[src/rtl/ila_readout_ctrl_if.sv]
// rtl/ila_readout_ctrl_if.sv - valid/ready word stream from the readout sequencer to the host bridge
interface ila_readout_ctrl_if #(
    parameter int DATA_W = 32
);
    logic [DATA_W-1:0] data_o;
    logic              valid_o;
    logic              ready_i;
    logic              last_o;

    modport master (
        output data_o,
        output valid_o,
        output last_o,
        input  ready_i
    );

    modport slave (
        input  data_o,
        input  valid_o,
        input  last_o,
        output ready_i
    );
endinterface

[src/rtl/ila_readout_ctrl.sv]
// rtl/ila_readout_ctrl.sv - drains an ila_core sample buffer word by word onto a valid/ready stream
module ila_readout_ctrl #(
    parameter int DATA_W   = 32,
    parameter int BUFFER_W = 8,
    parameter int SIGNAL_W = 8,
    parameter int SEL_W    = 1,
    parameter int READ_LAT = 1
) (
    input  logic                clk_i,
    input  logic                rst_i,
    input  logic                start_i,
    input  logic                abort_i,
    input  logic [BUFFER_W-1:0] samples_i,
    input  logic [DATA_W-1:0]   value_i,
    output logic [BUFFER_W-1:0] index_o,
    output logic [SEL_W-1:0]    value_select_o,
    output logic                busy_o,
    output logic                done_o,
    ila_readout_ctrl_if.master  stream
);
    localparam int WORDS_RAW = (SIGNAL_W + DATA_W - 1) / DATA_W;
    localparam int WORDS     = (WORDS_RAW < 1) ? 1 : WORDS_RAW;
    localparam logic [SEL_W-1:0] LAST_SEL = SEL_W'(WORDS - 1);
    localparam logic [1:0]       LAT      = 2'(READ_LAT);

    typedef enum logic [2:0] {IDLE, SETUP, WAIT, OUT, FIN} state_t;

    state_t              state;
    logic [BUFFER_W-1:0] cnt;
    logic [1:0]          lat_cnt;
    logic                last_pos;

    // The word currently addressed is the final one of the whole readout.
    assign last_pos = (index_o == cnt - BUFFER_W'(1)) && (value_select_o == LAST_SEL);

    always_ff @(posedge clk_i) begin
        if (rst_i) begin
            state          <= IDLE;
            cnt            <= '0;
            lat_cnt        <= '0;
            index_o        <= '0;
            value_select_o <= '0;
            stream.data_o  <= '0;
            stream.valid_o <= 1'b0;
            stream.last_o  <= 1'b0;
            busy_o         <= 1'b0;
            done_o         <= 1'b0;
        end else begin
            done_o <= 1'b0;
            if (abort_i && state != IDLE && state != FIN) begin
                // Abort wins over a handshake in the same cycle; the pending word is dropped.
                stream.valid_o <= 1'b0;
                stream.last_o  <= 1'b0;
                state          <= FIN;
            end else begin
                case (state)
                    IDLE: begin
                        if (start_i) begin
                            cnt            <= samples_i;
                            index_o        <= '0;
                            value_select_o <= '0;
                            busy_o         <= 1'b1;
                            state          <= (samples_i == '0) ? FIN : SETUP;
                        end
                    end
                    SETUP: begin
                        if (READ_LAT == 0) begin
                            stream.data_o  <= value_i;
                            stream.valid_o <= 1'b1;
                            stream.last_o  <= last_pos;
                            state          <= OUT;
                        end else begin
                            lat_cnt <= LAT;
                            state   <= WAIT;
                        end
                    end
                    WAIT: begin
                        if (lat_cnt == 2'd1) begin
                            stream.data_o  <= value_i;
                            stream.valid_o <= 1'b1;
                            stream.last_o  <= last_pos;
                            state          <= OUT;
                        end else begin
                            lat_cnt <= lat_cnt - 2'd1;
                        end
                    end
                    OUT: begin
                        if (stream.valid_o && stream.ready_i) begin
                            stream.valid_o <= 1'b0;
                            stream.last_o  <= 1'b0;
                            if (last_pos) begin
                                state <= FIN;
                            end else begin
                                if (value_select_o != LAST_SEL) begin
                                    value_select_o <= value_select_o + SEL_W'(1);
                                end else begin
                                    value_select_o <= '0;
                                    index_o        <= index_o + BUFFER_W'(1);
                                end
                                state <= SETUP;
                            end
                        end
                    end
                    FIN: begin
                        done_o         <= 1'b1;
                        busy_o         <= 1'b0;
                        index_o        <= '0;
                        value_select_o <= '0;
                        state          <= IDLE;
                    end
                    default: state <= IDLE;
                endcase
            end
        end
    end
endmodule

[src/flat_wrapper.sv]
// flat-port wrapper written by rule: the top's interface ports become plain ports
module ila_readout_ctrl_flat 
#(
    parameter int DATA_W   = 32,
    parameter int BUFFER_W = 8,
    parameter int SIGNAL_W = 8,
    parameter int SEL_W    = 1,
    parameter int READ_LAT = 1
)
  (clk_i, rst_i, start_i, abort_i, samples_i, value_i, index_o, value_select_o, busy_o, done_o, stream_data_o, stream_valid_o, stream_last_o, stream_ready_i);
  ila_readout_ctrl_if #(.DATA_W(DATA_W)) stream_i ();
  input  logic clk_i;
  input  logic rst_i;
  input  logic start_i;
  input  logic abort_i;
  input  logic [BUFFER_W-1:0] samples_i;
  input  logic [DATA_W-1:0] value_i;
  output logic [BUFFER_W-1:0] index_o;
  output logic [SEL_W-1:0] value_select_o;
  output logic busy_o;
  output logic done_o;
  output wire logic [$bits(stream_i.data_o)-1:0] stream_data_o;
  output wire logic [$bits(stream_i.valid_o)-1:0] stream_valid_o;
  output wire logic [$bits(stream_i.last_o)-1:0] stream_last_o;
  input wire logic [$bits(stream_i.ready_i)-1:0] stream_ready_i;
  assign stream_data_o = stream_i.data_o;
  assign stream_valid_o = stream_i.valid_o;
  assign stream_last_o = stream_i.last_o;
  assign stream_i.ready_i = stream_ready_i;
  ila_readout_ctrl #(.DATA_W(DATA_W), .BUFFER_W(BUFFER_W), .SIGNAL_W(SIGNAL_W), .SEL_W(SEL_W), .READ_LAT(READ_LAT)) u_core (.clk_i(clk_i), .rst_i(rst_i), .start_i(start_i), .abort_i(abort_i), .samples_i(samples_i), .value_i(value_i), .index_o(index_o), .value_select_o(value_select_o), .busy_o(busy_o), .done_o(done_o), .stream(stream_i));
endmodule
[config.mk]
export PLATFORM = sky130hd
export DESIGN_NAME = ila_readout_ctrl_flat
export DESIGN_NICKNAME = d
export VERILOG_FILES = /design/src/rtl/ila_readout_ctrl_if.sv /design/src/rtl/ila_readout_ctrl.sv /design/src/flat_wrapper.sv
export SDC_FILE = /design/constraint.sdc
export NUM_CORES = 1
export LEC_CHECK = 0
export CORE_ASPECT_RATIO = 0.6
export CORE_MARGIN = 4
export CORE_UTILIZATION = 40
export DETAILED_ROUTE_END_ITERATION = 6
export GPL_TIMING_DRIVEN = 0
export PLACE_DENSITY = 0.82
export SLEW_MARGIN = 25
export SYNTH_ARGS = -nofsm -noshare
export SYNTH_HDL_FRONTEND = slang
export SYNTH_SLANG_ARGS = --single-unit
[constraint.sdc]
create_clock -name clk_i -period 2 [get_ports clk_i]
set_input_delay 0.6 -clock clk_i [delete_from_list [all_inputs] [get_ports clk_i]]
set_output_delay 0.6 -clock clk_i [all_outputs]
set_load 0.05 [all_outputs]
==> results by group, run 1 <==
Synth
  • Share of the yosys chip area belonging to registers: 0.4499
  • Synth Instances: 322
  • Synth area leader: dfxtp_1
  • Dominant synthesized flop cell: dfxtp_1
  • Synth top area cells: dfxtp_1, nand2_1, a21oi_1
  • YS warnings: 0
  • Syn Nets: 370
  • Synth unique cells: 47
  • Synthesized area: 2536 sq um
  • Synth top area share: 0.4499
  • Post-synth EDFFs: 0
  • Ys async rst share: 0
  • Mean Syn Cell Area: 7.876 sq um
  • Flops & latches, synth: 57

Timing
  • Pins Over Slew Limit: 0
  • Clock skew: 0.006384 ns
  • Final setup viols: 4
  • Final WS setup: -0.02395 ns
  • Max_slew headroom: 0.6232
  • Final Hold Fails: 0
  • Hold slack: 0.4493 ns
  • Setup TNS: -0.07424 ns
  • RSZ-0062 raised after global routing: yes
  • Final Cycle Share: 1.012
  • Max Freq: 0.4941 GHz
  • Tmin final: 2.024 ns
  • Worst slew pin tran: 0.5593 ns

Setup path
  • WP data arrival: 2.27 ns
  • Critical path peak fanout: 5
  • Reg2reg path depth: 9
  • Startpoint Class: register
  • Critical path type: register to register
  • CP required: 2.25 ns
  • Worst Setup End Kind: register

CTS
  • TritonCTS clock tree: built
  • Cts hold-fix bufs: 0
  • Clock Tree Buf Depth: 2
  • Root buf cell: clkbuf_8
  • CTS buffer count: 9
  • CTS sink count: 57
  • H-tree depth: 3
  • Worst-path clk slew: 0.06 ns
  • Clk Latency, worst-skew pair: 0.32 ns

Global route
  • GRT overflow: 0
  • Number of global-route vias before repair: 2512
  • GRT Total Usage: 0.1938
  • First-pass GRT wire length: 12230 um
  • Initial antenna violation count: 0
  • Pin count of the biggest net entering global routing: 11

Floorplan
  • Die area: 7720 sq um
  • Die Ht: 69.68 um
  • Die width: 110.8 um
  • IO Count: 90
  • Core area: 6138 sq um
  • Row count: 22
  • Initial Util: 0.4132

Detailed routing
  • M1 WL: 3497 um
  • DR vias/cell: 5.138
  • ANT nets after route: 0
  • Per-cell routed wire length: 14.70 um
  • Vias: 2646
  • DR top layer: met4
  • DR iter-0 viols: 128
  • Met2 wire len: 3396 um
  • DRC viols: 0
  • Drt pass-1 iters: 4
  • Detailed Route WL: 7571 um
  • Met3 WL post-DR: 616 um

Placement
  • GP Congestion: 0.8571
  • DP Wirelength: 5447 um
  • IO buf count: 88
  • Post-place setup slack: -0.4346 ns
  • Area post-placement: 3525 sq um

Power
  • Pleak: 1.622 nW
  • P per Cell Area: 905.5 nW/um^2
  • Power after layout: 3.426 mW
  • Maximum VDD drop: 0.4674 mV

Final layout
  • Post-route cell area: 3784 sq um
  • Antenna Cells: 0
  • Layout cells sized above 1: 0.1462
  • Final #Nets: 474
  • P&R area growth vs syn: 49.19%
  • Most frequent cells in the layout: nand2_1, dfxtp_1, a21oi_1, clkdlybuf4s50_1, dlygate4sd2_1
  • Commonest non-fill, non-tap cell in the layout: nand2_1

Worst hold path
  • Hold crit path type: register to register
  • Cell count of the worst hold path: 2

Status
  • Failing checks: negative setup slack
  • Outcome: complete, but fails checks

Run
  • MaxCap Viol Count: 0
report_power, final:
group / internal (mW) / leakage (nW) / switching, mW
Combinational: 0.464 / 1.07 / 0.671
Sequential: 1.23 / 0.463 / 0.123
Clock: 0.512 / 0.0932 / 0.422
registers in the layout (all words and copies together), names as in the netlist:
signal	flops
u_core.stream.data_o	32
u_core.cnt	8
u_core.index_o	8
u_core.state	3
u_core.lat_cnt	2
u_core.busy_o	1
u_core.done_o	1
u_core.stream.last_o	1
u_core.stream.valid_o	1
final cells by class:
| class | instances | area, sq um |
|---|---|---|
| Sequential cell | 57 | 1150 |
| Timing Repair Buffer | 93 | 862.1 |
| Tap cell | 84 | 105.1 |
| Fill cell | 567 | 2355 |
| Buffer | 18 | 96.34 |
| Inverter | 5 | 23.77 |
| Multi-Input combinational cell | 242 | 1373 |
| Clock inverter | 3 | 15.01 |
| Clock buffer | 13 | 158.9 |
logic make-up after synthesis:
kind of cell             Yosys count  synth area share
AO/OA/AOI/OAI                     80            0.1806
other                              1          0.001479
multiplexers                       1          0.003947
adder cells (fa/ha/maj)            3           0.01480
buffers and inverters             23           0.04095
XOR/XNOR                           9           0.03108
AND/OR/NAND/NOR                  148            0.2773
flip-flops                        57            0.4499
metrics by stage:
step,util,instances
3_5_place_dp,0.5742,494
6_report,0.6164,515
5_1_grt,0.6164,515
4_1_cts,0.6048,514
2_1_floorplan,-,322
3_3_place_gp,0.5742,494
synthesized netlist by cell type (all sizes together), types with 2 or more instances:
| master | count |
|---|---|
| or4 | 3 |
| and2 | 2 |
| or3 | 4 |
| a211oi | 2 |
| o21ai | 10 |
| buf | 7 |
| o21a | 2 |
| nand3 | 7 |
| nor2b | 2 |
| nor2 | 14 |
| ha | 3 |
| xor2 | 7 |
| a21oi | 55 |
| nor3 | 3 |
| and3 | 5 |
| inv | 5 |
| dfxtp | 57 |
| nand4 | 5 |
| clkbuf | 11 |
| o211ai | 3 |
| nand2b | 3 |
| nor4 | 4 |
| nand2 | 92 |
| xnor2 | 2 |
| nand3b | 2 |
metal layers:
metal	track usage	vias to the layer above
li1	-	1311
met1	0.2531	1240
met2	0.2876	89
met3	0.08282	6
met4	0.06421	0
met5	0	-
final timing paths:
check                            from                  endpoint  slack (ns)
max                     u_core.cnt[0]         u_core.index_o[6]       -0.02
min          u_core.stream.data_o[26]  u_core.stream.data_o[26]        0.45
max reg2reg             u_core.cnt[0]         u_core.index_o[6]       -0.02
min reg2reg  u_core.stream.data_o[26]  u_core.stream.data_o[26]        0.45
timing repair:
item | in CTS | in global routing
pin swaps | 5 | 16
setup buffers | 3 | 1
gates cloned | 1 | 0
resized for setup | 58 | 29
setup endpoints to repair | 90 | 43
hold endpoints to repair | 0 | 0
critical path, stage by stage, from the launching register on:
cell,delay [ns]
dfxtp_4,0.38
inv_4,0.04
ha_4,0.18
o21ba_4,0.19
a22oi_2,0.20
o221ai_2,0.16
nor4_4,0.41
buf_4,0.21
o21ai_2,0.06
a21oi_1,0.14
Power figures use the tool's default switching activity.
==> run 2: changes to the inputs <==
- CORE_UTILIZATION: 40 -> 42
- CTS_BUF_LIST: default -> sky130_fd_sc_hd__clkbuf_8
- PLACE_DENSITY: 0.82 -> 0.86
==> run 2 against run 1 <==
  * The flow now finishes without violations
  * Worst hold slack gained 0.0025 ns
  * Clock skew grew 0.0018 ns
  * First-iteration DRC count shrank 15%
  * Routed wire length grew 0.40%
  * Global-route usage grew 1.5 points
  * Die area shrank 4.3%
  * Sequential power is essentially flat
  * Register-to-register slack gained 0.04 ns
  * Critical path type unchanged
  * Critical endpoint is now u_core.index_o[5]
  * Count of clock-buffer cells in the layout shrank 4
  * Core utilization grew 4.2 points
  * Highest routed layer unchanged
  * Cell count shrank 0.78%
==> results by group, run 2 (synthesis results as in run 1) <==
Final layout
  • Biggest regs: u_core.stream.data_o (32), u_core.cnt (8), u_core.index_o (8)
  • Fill cells: 514 (-9.3%)
  • Commonest non-fill, non-tap cell in the layout: nand2_1
  • Layout cells sized above 1: 0.1415 (-0.004640)
  • Most frequent cells in the layout: nand2_1, dfxtp_1, a21oi_1, clkdlybuf4s50_1, dlygate4sd2_1
  • Reg with most FFs: u_core.stream.data_o
  • Max reg flops: 32 (unchanged)
  • Antenna Cells: 0 (unchanged)
  • Final #Nets: 474 (unchanged)
  • P&R area growth vs syn: 48.00%

Setup path
  • Critical Path End: u_core.index_o[5]
  • Critical path peak fanout: 5 (unchanged)
  • Worst path bufs/invs: 2 (unchanged)
  • Crit path cell chain: inv_2 -> ha_4 -> o21ba_4 -> a22oi_2 -> o221ai_2 -> nor4_4 -> buf_4 -> o21ai_2 -> a21oi_1
  • WP data arrival: 2.25 ns (-0.02 ns)
  • Reg-to-Reg End: u_core.index_o[5]
  • CP max stage cell: nor4_4
  • Critical R2R Launch: u_core.cnt[1]
  • Reg2reg path depth: 9 (unchanged)
  • Startpoint Class: register
  • CP Depth: 9 (unchanged)
  • R2R Setup Slk: 0.01 ns (+0.04 ns)
  • Critical path type: register to register
  • Worst Setup End Kind: register
  • Biggest cell delay along the critical path: 0.40 ns (about the same)
  • Top delay family on crit path: compound AO/OA/AOI/OAI gates
  • CP Launch Point: u_core.cnt[1]
  • CP required: 2.26 ns (about the same)

Global route
  • First-pass GRT wire length: 11850 um (-3.0%)
  • Number of global-route vias before repair: 2576 (+2.5%)
  • GRT Total Usage: 0.2091 (+0.01531)
  • Pin count of the biggest net entering global routing: 11 (unchanged)
  • GRT overflow: 0 (unchanged)
  • Initial antenna violation count: 0 (unchanged)

Timing
  • Max_slew headroom: 0.6348 (+0.01163)
  • Clock skew: 0.008200 ns (+0.001816 ns)
  • Pins Over Slew Limit: 0 (unchanged)
  • Final setup viols: 0 (-4)
  • Final Hold Fails: 0 (unchanged)
  • RSZ-0062 raised after global routing: yes
  • Final WS setup: 0.01490 ns (+0.03885 ns)
  • Final Cycle Share: 0.9925 (-0.01942)
  • Max Freq: 0.5038 GHz (+2.0%)
  • Worst slew pin tran: 0.5420 ns (-0.01727 ns)
  • Hold slack: 0.4518 ns (+0.002454 ns)
  • Tmin final: 1.985 ns (-0.03885 ns)

CTS
  • TritonCTS clock tree: built
  • Clk Latency, worst-skew pair: 0.33 ns (about the same)
  • H-tree depth: 3 (unchanged)
  • Worst-path clk slew: 0.06 ns (about the same)
  • CTS buffer count: 9 (unchanged)
  • Root buf cell: clkbuf_8
  • Cts hold-fix bufs: 0 (unchanged)
  • Clock Tree Buf Depth: 2 (unchanged)
  • CTS sink count: 57 (unchanged)

Power
  • P per Cell Area: 898.5 nW/um^2 (-0.78%)
  • Pleak: 1.618 nW (-0.22%)
  • Maximum VDD drop: 0.4163 mV (-11%)
  • Power after layout: 3.372 mW (-1.6%)

Detailed routing
  • DRC viols: 0 (unchanged)
  • DR iter-0 viols: 109 (-15%)
  • Drt pass-1 iters: 5 (+1)
  • DR vias/cell: 5.213 (+1.5%)
  • Per-cell routed wire length: 14.87 um (+1.2%)
  • ANT nets after route: 0 (unchanged)
  • Vias: 2664 (+0.68%)
  • Detailed Route WL: 7601 um (+0.40%)

Floorplan
  • IO Count: 90 (unchanged)
  • Core area: 5702 sq um (-7.1%)
  • Initial Util: 0.4448 (+0.03164)
  • Die width: 108.3 um (-2.2%)
  • Row count: 21 (-4.5%)
  • Die Ht: 68.19 um (-2.1%)
  • Die area: 7386 sq um (-4.3%)

Placement
  • DP Wirelength: 5477 um (+0.56%)
  • IO buf count: 88 (unchanged)
  • Post-place setup slack: -0.4114 ns (+0.02314 ns)
  • GP Congestion: 0.8418 (-1.8%)

Status
  • Outcome: finished, final reports clean

Run
  • MaxCap Viol Count: 0 (unchanged)

Worst hold path
  • Cell count of the worst hold path: 2 (unchanged)
  • Hold crit path type: register to register
-- run 2: area by class of cell --
type / count / area (sq um) / share of cell area
Sequential cell: 57 / 1150 / 0.3063
Clock buffer: 9 / 123.9 / 0.03300
Inverter: 5 / 18.77 / 0.005000
Clock inverter: 7 / 31.28 / 0.008333
Buffer: 18 / 92.59 / 0.02467
Multi-Input combinational cell: 242 / 1373 / 0.3657
Tap cell: 80 / 100.1 / 0.02667
Timing Repair Buffer: 93 / 864.6 / 0.2303
-- run 2: what timing repair did --
item                                   CTS  global route
cloned                                   1             0
pin swaps                                3            12
buffers inserted                         3             1
endpoints found under the hold margin    0             0
setup endpoints to repair               85            48
gates resized for setup                 58            27
-- run 2: metal layers --
layer  GRT usage  routed length (um)  vias to the layer above
met5           0                   0                        -
met4     0.06929                  91                        0
met3      0.1018                 797                        9
met2      0.3297                3401                      100
met1      0.2529                3311                     1245
li1            -                   -                     1310
-- run 2: power breakdown --
part           internal [mW]  switching [mW]
Clock                  0.426           0.446
Sequential              1.23           0.119
Combinational          0.463           0.685
-- run 2: worst min-delay path by stage --
stage                        startpoint                       end  slack [ns]
5_1_grt        u_core.stream.data_o[14]  u_core.stream.data_o[14]        0.47
3_5_place_dp   u_core.stream.data_o[14]  u_core.stream.data_o[14]        0.45
2_1_floorplan         u_core.lat_cnt[1]         u_core.lat_cnt[1]        0.43
6_report       u_core.stream.data_o[14]  u_core.stream.data_o[14]        0.45
3_3_place_gp   u_core.stream.data_o[13]  u_core.stream.data_o[13]        0.44
4_1_cts        u_core.stream.data_o[14]  u_core.stream.data_o[14]        0.45
-- run 2: stage by stage --
| stage | util | setup TNS [ns] | area [sq um] | cells |
|---|---|---|---|---|
| floorplan | - | 0 | 2539 | 322 |
| global placement | 0.6173 | -16.25 | 3520 | 490 |
| detailed placement | 0.6173 | -16.80 | 3520 | 490 |
| CTS | 0.6474 | 0 | 3691 | 510 |
| global route | 0.6583 | -0.8519 | 3754 | 511 |
| finish | 0.6583 | 0 | 3754 | 511 |
-- run 2: worst min-delay path, cell delays in order (launching register included) --
cell and delay [ns]:
dfxtp_1 0.30, nand2_1 0.05, a21oi_1 0.05
==> run 3: changes to the inputs <==
- ABC_AREA: default -> 1
- PLACE_DENSITY: 0.86 -> 0.85
==> run 3 against run 2 <==
  * Sequential share of layout area fell by 0.81 points
  * Core utilization rose by 0.12 points
  * Critical path depth is 8 lower
  * First-iteration DRC count increased by 47%
  * Synthesized area is 3.1% higher
==> results by group, run 3 <==
Synth
  • Flops & latches, synth: 57 (unchanged)
  • Synthesized area: 2615 sq um (+3.1%)
  • Synth top area cells: dfxtp_1, nor2_1, nand2_1
  • Dominant synthesized flop cell: dfxtp_1
  • Share of the yosys chip area belonging to registers: 0.4364 (-0.01356)
  • Post-synth EDFFs: 0 (unchanged)
  • Mean Syn Cell Area: 7.244 sq um (-8.0%)
  • Synth Instances: 361 (+12%)
  • Synth unique cells: 31 (-34%)
  • Most instantiated library cell after synthesis: nor2_1
  • Commonest cells post-synth: nor2_1, dfxtp_1, nand2_1
  • YS warnings: 0 (unchanged)
  • Ys async rst share: 0 (unchanged)
  • Synth top area share: 0.4364 (-0.01356)
  • Synth area leader: dfxtp_1
  • Syn Nets: 409 (+11%)

Timing
  • Final Cycle Share: 0.9808 (-0.01175)
  • Final Hold Fails: 0 (unchanged)
  • Worst slew pin tran: 0.5243 ns (-0.01769 ns)
  • Final setup viols: 0 (unchanged)
  • Max_slew headroom: 0.6504 (+0.01561)
  • Max Freq: 0.5098 GHz (+1.2%)
  • Setup TNS: 0 ns (unchanged)
  • Tmin final: 1.962 ns (-0.02351 ns)
  • Clock skew: 0.006834 ns (-0.001366 ns)
  • Pins Over Slew Limit: 0 (unchanged)

Setup path
  • CP required: 1.40 ns (-0.86 ns)
  • Critical path type: register to output port
  • Startpoint Class: register
  • Critical path peak fanout: 7 (+2)
  • Biggest cell delay along the critical path: 0.56 ns (+0.16 ns)
  • CP max stage cell: clkdlybuf4s15_1
  • Worst path bufs/invs: 1 (-1)
  • Worst Setup End Kind: output port
  • WP data arrival: 1.36 ns (-0.89 ns)
  • Top delay family on crit path: buffers and inverters
  • Crit path cell chain: clkdlybuf4s15_1

Placement
  • Cells after DPL: 529 (+8.0%)
  • GP Congestion: 0.8662 (+2.9%)
  • IO buf count: 88 (unchanged)
  • DP Wirelength: 5802 um (+5.9%)
  • Area post-placement: 3596 sq um (+2.2%)

CTS
  • CTS sink count: 57 (unchanged)
  • TritonCTS clock tree: built
  • Clk Latency, worst-skew pair: 0.33 ns (about the same)
  • Clock Tree Buf Depth: 2 (unchanged)
  • Root buf cell: clkbuf_8
  • CTS buffer count: 9 (unchanged)
  • Worst-path clk slew: 0.07 ns (about the same)
  • Cts hold-fix bufs: 0 (unchanged)
  • H-tree depth: 3 (unchanged)

Detailed routing
  • Vias: 2732 (+2.6%)
  • DR iter-0 viols: 160 (+47%)
  • DRC viols: 0 (unchanged)
  • Detailed Route WL: 7827 um (+3.0%)
  • Per-cell routed wire length: 14.26 um (-4.2%)
  • ANT nets after route: 0 (unchanged)
  • Drt pass-1 iters: 4 (-1)
  • DR vias/cell: 4.976 (-4.5%)

Final layout
  • Antenna Cells: 0 (unchanged)
  • P&R area growth vs syn: 46.46%
  • Commonest non-fill, non-tap cell in the layout: nor2_1
  • Most frequent cells in the layout: nor2_1, dfxtp_1, nand2_1, clkdlybuf4s50_1, dlygate4sd2_1
  • Max reg flops: 32 (unchanged)
  • Biggest regs: u_core.stream.data_o (32), u_core.cnt (8), u_core.index_o (8)
  • Final core utilization: 0.6596 (+0.001228)
  • Final #Nets: 513 (+8.2%)
  • Post-route cell area: 3830 sq um (+2.0%)
  • Reg with most FFs: u_core.stream.data_o
  • Layout cells sized above 1: 0.1130 (-0.02852)
  • Fill cells: 501 (-2.5%)
  • Final std cells w/o fill: 549 (+7.4%)

Power
  • P per Cell Area: 1100 nW/um^2 (+22%)
  • Power after layout: 4.213 mW (+25%)
  • Pleak: 1.789 nW (+11%)
  • Maximum VDD drop: 0.6262 mV (+50%)

Status
  • Outcome: finished, final reports clean

Global route
  • GRT overflow: 0 (unchanged)
  • Number of global-route vias before repair: 2528 (-1.9%)
  • Initial antenna violation count: 0 (unchanged)
  • Pin count of the biggest net entering global routing: 11 (unchanged)
  • First-pass GRT wire length: 12350 um (+4.2%)
  • GRT Total Usage: 0.2068 (-0.002311)

Floorplan
  • Die Ht: 69.12 um (+1.4%)
  • Die area: 7594 sq um (+2.8%)
  • Core area: 5807 sq um (+1.8%)
  • Row count: 21 (unchanged)
  • IO Count: 90 (unchanged)
  • Die width: 109.9 um (+1.4%)
  • Initial Util: 0.4503 (+0.005524)

Run
  • MaxCap Viol Count: 0 (unchanged)

Worst hold path
  • Hold crit path type: register to register
==> run 3: kinds of logic (layout without fill, tap and decap cells) <==
family | after synthesis | after routing | synth area share
AOI/OAI and AO/OA | 70 | 70 | 0.1416
xor gates and xnor gates | 13 | 13 | 0.04354
adders and majority gates | 3 | 3 | 0.01436
buffers and inverters | 40 | 147 | 0.06985
DFF | 57 | 57 | 0.4364
other | 1 | 1 | 0.001434
and+or+nand+nor | 177 | 178 | 0.2928
==> run 3: layer usage <==
metal,track usage,share of wire
met3,0.06437,0.076
met4,0.05947,0.013
met2,0.3239,0.45
met1,0.2721,0.46
met5,0,0
==> run 3: worst reg2reg max path, delay by kind of cell (launching register included) <==
kind,cells,cell delay (ns)
AO/OA/AOI/OAI,2,0.33
adder cells (fa/ha/maj),1,0.22
buffers and inverters,1,0.10
flip-flops,1,0.33
AND/OR/NAND/NOR,6,0.86
==> run 3: what timing repair did <==
item	CTS	global route
buffers inserted	0	4
resized for setup	44	12
cloned	0	1
setup endpoints to repair	44	14
pin swaps	0	7
==> run 3: path summary, 6_finish.rpt <==
path	start	endpoint	slack [ns]	cells past startpoint
max reg2reg	u_core.cnt[1]	u_core.index_o[1]	0.08	10
min reg2reg	u_core.busy_o	u_core.busy_o	0.48	2
max	u_core.index_o[3]	index_o[3]	0.04	1
min	u_core.busy_o	u_core.busy_o	0.48	2
==> run 3: through the flow <==
step	setup slack [ns]	hold WS, ns
2_1_floorplan	0.2546	0.4380
3_3_place_gp	-0.2218	0.4516
3_5_place_dp	-0.2924	0.4718
4_1_cts	0.008674	0.4888
5_1_grt	-0.04041	0.5198
6_report	0.03841	0.4794
==> run 3: report_power, final <==
part           internal (mW)  leakage, nW  switching [mW]
Sequential              1.28        0.462           0.114
Combinational          0.572         1.21            1.02
Clock                  0.792        0.120           0.429
==> run 3: cell type report <==
cell class | count | area (sq um) | share of cell area
flip-flops and latches | 57 | 1142 | 0.2983
well taps | 80 | 100.1 | 0.02614
repair buffers | 92 | 859.6 | 0.2244
clock inverters | 3 | 63.81 | 0.01666
multi-input cells | 265 | 1316 | 0.3437
clock buffers | 12 | 165.2 | 0.04312
plain buffers | 15 | 88.84 | 0.02320
inverters | 25 | 93.84 | 0.02450
